[src/rtl/imem_loader.sv]
// imem_loader: receives a length-prefixed byte image and writes it into
// instruction memory one 32-bit word at a time. The riscv core is held in
// reset until the whole image has been written.
//
// Image format: 16-bit word count N (low byte first), then N little-endian
// 32-bit words. With IMEM_LOADER_CHECKSUM_EN defined, one more byte follows.
// That byte must equal the XOR of all payload bytes, or the image is rejected.
//
// Ports:
//   clk, rst              clock, synchronous active-high reset
//   byte_valid/byte_data  incoming image byte
//   byte_ready            loader accepts a byte this cycle
//   imem_we/addr/wdata    one-cycle word write into instruction memory
//   core_rst              core reset, released when the image is loaded
//   done / err            sticky load-complete / image-rejected flags
module imem_loader #(
    parameter logic [31:0] BASE_ADDR = 32'h0000_0000,
    parameter int unsigned MAX_WORDS = 1024
) (
    input  logic        clk,
    input  logic        rst,
    input  logic        byte_valid,
    input  logic [7:0]  byte_data,
    output logic        byte_ready,
    output logic        imem_we,
    output logic [31:0] imem_addr,
    output logic [31:0] imem_wdata,
    output logic        core_rst,
    output logic        done,
    output logic        err
);

`ifdef IMEM_LOADER_CHECKSUM_EN
    typedef enum logic [2:0] {
        LEN_LO  = 3'd0,
        LEN_HI  = 3'd1,
        PAYLOAD = 3'd2,
        WRITE   = 3'd3,
        CSUM    = 3'd4,
        DONE    = 3'd5,
        ERROR   = 3'd6
    } state_t;
`else
    typedef enum logic [2:0] {
        LEN_LO  = 3'd0,
        LEN_HI  = 3'd1,
        PAYLOAD = 3'd2,
        WRITE   = 3'd3,
        DONE    = 3'd5,
        ERROR   = 3'd6
    } state_t;
`endif

    state_t      state;
    state_t      state_nxt;
    logic [15:0] len;
    logic [15:0] word_cnt;
    logic [1:0]  byte_cnt;
    logic [23:0] word_buf;
    logic        xfer;
    logic        len_ok;
    logic        last_word;
    logic        ready_nxt;
    logic [15:0] len_word;
`ifdef IMEM_LOADER_CHECKSUM_EN
    logic [7:0]  csum;
`endif

    // State register
    always_ff @(posedge clk) begin
        if (rst) begin
            state <= LEN_LO;
        end else begin
            state <= state_nxt;
        end
    end

    // Next-state logic; byte_ready for the next cycle follows the next state
    always_comb begin
        state_nxt = state;
        ready_nxt = 1'b0;
        xfer      = byte_valid && byte_ready;
        len_word  = {byte_data, len[7:0]};
        len_ok    = (len_word != 16'd0) && (32'(len_word) <= MAX_WORDS);
        last_word = (word_cnt == (len - 16'd1));

        case (state)
            LEN_LO:  if (xfer) state_nxt = LEN_HI;
            LEN_HI:  if (xfer) state_nxt = len_ok ? PAYLOAD : ERROR;
            PAYLOAD: if (xfer && (byte_cnt == 2'd3)) state_nxt = WRITE;
`ifdef IMEM_LOADER_CHECKSUM_EN
            WRITE:   state_nxt = last_word ? CSUM : PAYLOAD;
            CSUM:    if (xfer) state_nxt = (byte_data == csum) ? DONE : ERROR;
`else
            WRITE:   state_nxt = last_word ? DONE : PAYLOAD;
`endif
            DONE:    state_nxt = DONE;
            ERROR:   state_nxt = ERROR;
            default: state_nxt = LEN_LO;
        endcase

        case (state_nxt)
            LEN_LO, LEN_HI, PAYLOAD: ready_nxt = 1'b1;
`ifdef IMEM_LOADER_CHECKSUM_EN
            CSUM:                    ready_nxt = 1'b1;
`endif
            default:                 ready_nxt = 1'b0;
        endcase
    end

    // Registered outputs and payload datapath
    always_ff @(posedge clk) begin
        if (rst) begin
            byte_ready <= 1'b1;
            imem_we    <= 1'b0;
            imem_addr  <= BASE_ADDR;
            imem_wdata <= 32'd0;
            core_rst   <= 1'b1;
            done       <= 1'b0;
            err        <= 1'b0;
            len        <= 16'd0;
            word_cnt   <= 16'd0;
            byte_cnt   <= 2'd0;
            word_buf   <= 24'd0;
`ifdef IMEM_LOADER_CHECKSUM_EN
            csum       <= 8'd0;
`endif
        end else begin
            byte_ready <= ready_nxt;
            imem_we    <= (state_nxt == WRITE);
            core_rst   <= (state_nxt != DONE);
            done       <= (state_nxt == DONE);
            err        <= (state_nxt == ERROR);

            if ((state == LEN_LO) && xfer) len[7:0]  <= byte_data;
            if ((state == LEN_HI) && xfer) len[15:8] <= byte_data;

            if ((state == PAYLOAD) && xfer) begin
                byte_cnt <= byte_cnt + 2'd1;
                // Bytes shift in from the top so byte k ends up at [8k+7:8k]
                word_buf <= {byte_data, word_buf[23:8]};
`ifdef IMEM_LOADER_CHECKSUM_EN
                csum     <= csum ^ byte_data;
`endif
                if (byte_cnt == 2'd3) begin
                    imem_wdata <= {byte_data, word_buf};
                    imem_addr  <= BASE_ADDR + {14'd0, word_cnt, 2'b00};
                end
            end

            if (state == WRITE) word_cnt <= word_cnt + 16'd1;
        end
    end

endmodule

[config.mk]
export PLATFORM = sky130hd
export DESIGN_NAME = imem_loader
export DESIGN_NICKNAME = d
export VERILOG_FILES = /design/src/rtl/imem_loader.sv
export SDC_FILE = /design/constraint.sdc
export NUM_CORES = 1
export LEC_CHECK = 0
export BUFFER_PORTS_ARGS = -buffer_cell sky130_fd_sc_hd__buf_2
export CAP_MARGIN = 0
export CELL_PAD_IN_SITES_DETAIL_PLACEMENT = 0
export CELL_PAD_IN_SITES_GLOBAL_PLACEMENT = 1
export CORE_MARGIN = 2
export CORE_UTILIZATION = 40
export DETAILED_ROUTE_END_ITERATION = 7
export PLACE_DENSITY_LB_ADDON = 0.12
export SYNTH_ARGS = -nofsm -noshare
export SYNTH_HDL_FRONTEND = slang
export SYNTH_SLANG_ARGS = --single-unit
[constraint.sdc]
create_clock -name clk -period 4.22 [get_ports clk]
set_clock_uncertainty 0.2 [all_clocks]
set_input_delay 0.211 -clock clk [delete_from_list [all_inputs] [get_ports clk]]
set_output_delay 0.211 -clock clk [all_outputs]
set_load 0.02 [all_outputs]
==> run_results.csv <==
group,metric,value,unit
outcome,status,"finished, final reports clean",
synth,ys_warn_count,0,
layout,final_common_cell,"nand2_1",
place,globalplace.congestion,0.802,
synth,async_flop_share,0,%
place,place_inst,780,
synth,synth_edf_count,0,
sta,rsz0062_at_grt,"no",
clock_tree,cts_tree,"done",
clock_tree,cts_sinks,114,
pwr,vdd_drop_max,280,µV
sta,finalCritPeriodShare,69.9,%
sta,timing.setup.tns,0,ns
drt,wl_met3,335,µm
clock_tree,cts.clk_slew.worst_paths,0.05,ns
global_routing,antenna_found_initial,0,
sta,worstMarginPinSlew,0.826,ns
synth,synth_seq_cells,114,
clock_tree,cts_setup_buffers,0,
synth,syn_avg_cell_area,8.08,µm²
global_routing,grt_start_max_net_pins,58,
drt,drt_pre_antenna_iters,7,
global_routing,grt_pass1_wl,18800,µm
drt,m1WireLength,5430,µm
place,placed_area,0.00520,mm²
sta,setup_viol,0,
sta,worst_hold_slack,0.0758,ns
drt,avgRoutedWirePerCell,14.2,µm
synth,synth_area_leaders,"dfxtp_1 47%, nand2_1 13%, a21oi_1 8.2%",
place,port_buffers,63,
drt,vias,4085,
worst_setup_path,worstSetupEndpointType,"register",
layout,final_cell_mix,"164 x nand2_1, 114 x dfxtp_1, 80 x a21oi_1, 62 x buf_2, 45 x nor2_1",
worst_setup_path,crit_required,4.38,ns
synth,netlist_instances,605,
floorplanning,core-area,0.0120,mm²
floorplanning,initial_utilization,40.8,%
layout,final_area,0.00590,mm²
synth,synth.largest_area_cell,"dfxtp_1",
global_routing,grt_overflow,0,
floorplanning,die_x,115,µm
layout,num_antenna_cells,0,
clock_tree,ctsResizeCount,0,
global_routing,grt_usage,18.7,%
drt,viasPerCell,4.98,
worst_setup_path,arrival,3.10,ns
drt,wirelength,11600,µm
flow_run,cap_violations,0,
synth,ys_seq_area_share,46.7,%
synth,syn_area,0.00489,mm²
worst_setup_path,critPathKind,"register to register",
layout,fin_nets,674,
clock_tree,clock_insertion_delay_worst_skew,0.41,ns
sta,fmax,339,MHz
sta,drv_slew,0,
drt,route.detailed.drc,0,
pwr,p_leak,2.27,nW
clock_tree,clock_path_buffers,2,
hold_path,hold_path.class,"input port to register",
sta,max-slew-margin-rel,44.8,%
worst_setup_path,cp-start-kind,"register",
drt,first_iter_violations,188,
place,dp_hpwl,7820,µm
layout,final_cells,820,
layout,drive_above_1_share,15.5,%
synth,synth_top_cell_area_share,46.7,%
floorplanning,ioPinCount,80,
synth,synthFlopType,"dfxtp_1",
clock_tree,ctsHoldBuffers,8,
clock_tree,cts_root_buffer,"clkbuf_16",
floorplanning,dieArea,0.0131,mm²
sta,finalCriticalPeriod,2.95,ns
drt,maxUsedRoutingLayer,"met4",
sta,hold_viol,0,
clock_tree,htreeDepth,4,
pwr,p_per_area,494,mW/mm²
place,pre_cts_ws,1.32,ns
floorplanning,placementRows,40,
drt,dr_wl_met2,5640,µm
layout,area_growth,20.7,%
sta,setup_ws,1.27,ns
worst_setup_path,critical_path_peak_fanout,12,
drt,detail-route-antenna-nets,0,
clock_tree,cts_buffers,17,
floorplanning,die_h,115,µm
synth,ys_types,49,
global_routing,grt_pass1_vias,3871,
==> state kept, by name, summed over array words and instances, names as in the netlist <==
| signal | flops |
|---|---|
| imem_we | 1 |
| word_cnt | 16 |
| byte_ready | 1 |
| err | 1 |
| done | 1 |
| imem_addr | 16 |
| imem_wdata | 32 |
| len | 16 |
| state | 3 |
| byte_cnt | 2 |
| word_buf | 24 |
| core_rst | 1 |
==> power by group <==
group,switching (mW),internal [mW],leakage (nW)
combinational,0.178,0.119,1.06
sequential,0.0347,1.10,0.920
clock,0.477,0.998,0.290
==> cells in the mapped netlist (all sizes together), types with 2 or more instances <==
master	instances
or4	5
nor3	11
a2111oi	2
a21oi	80
nor2	45
nand2	164
ha	3
inv	6
and3	5
xor2	14
nand2b	6
nand3	3
or3	6
o21ai	4
xnor2	15
and2	3
dfxtp	114
and3b	3
o31a	2
mux2i	17
a21boi	4
o31ai	4
a31o	2
buf	21
clkbuf	35
nor4	6
nand4	9
==> cells by family after synthesis <==
logic type / share of synthesized area, %
flip-flops: 46.7
buffers and inverters: 6.30
other: 0.0768
AO/OA/AOI/OAI: 12.8
adder cells (fa/ha/maj): 0.768
multiplexers: 3.48
XOR/XNOR: 5.20
AND/OR/NAND/NOR: 24.6
==> critical path: stages (launching register included) <==
cell and delay, ns:
dfxtp_1 0.37, or4_4 0.64, or4_1 0.52, a21boi_0 0.21, o21bai_1 0.13, a2111oi_4 0.47, a31o_4 0.23, and2_1 0.11
==> metal layers <==
layer,GRT usage [%],vias to the layer above
met5,0,-
met4,9.02,0
met3,4.87,15
met2,31.7,67
met1,22.1,1899
li1,-,2104
==> per-stage QoR <==
step	power, mW	utilization, %
after global placement	1.45	43.5
after detailed placement	1.45	43.5
after global routing	3.03	49.3
after floorplan	1.41	-
after CTS	2.95	49.3
final	2.91	49.3
==> cell type report <==
| type | instances | area, µm² |
|---|---|---|
| Clock buffer | 22 | 454 |
| Inverter | 6 | 22.5 |
| Tap cell | 147 | 184 |
| Clock inverter | 10 | 158 |
| Timing Repair Buffer | 77 | 443 |
| Fill cell | 1206 | 6070 |
| Multi-Input combinational cell | 444 | 2350 |
| Sequential cell | 114 | 2280 |
==> worst paths after layout <==
path	endpoint	slack [ns]	startpoint	cells after the start
setup / recovery	done$_SDFF_PP0_	1.27	len[2]$_SDFFE_PP0P_	7
hold / removal	len[4]$_SDFFE_PP0P_	0.08	rst	2
setup reg to reg	done$_SDFF_PP0_	1.27	len[2]$_SDFFE_PP0P_	7
hold reg to reg	imem_wdata[14]$_SDFFE_PP0P_	0.25	imem_wdata[14]$_SDFFE_PP0P_	2
(Power assumes the default switching activity.)
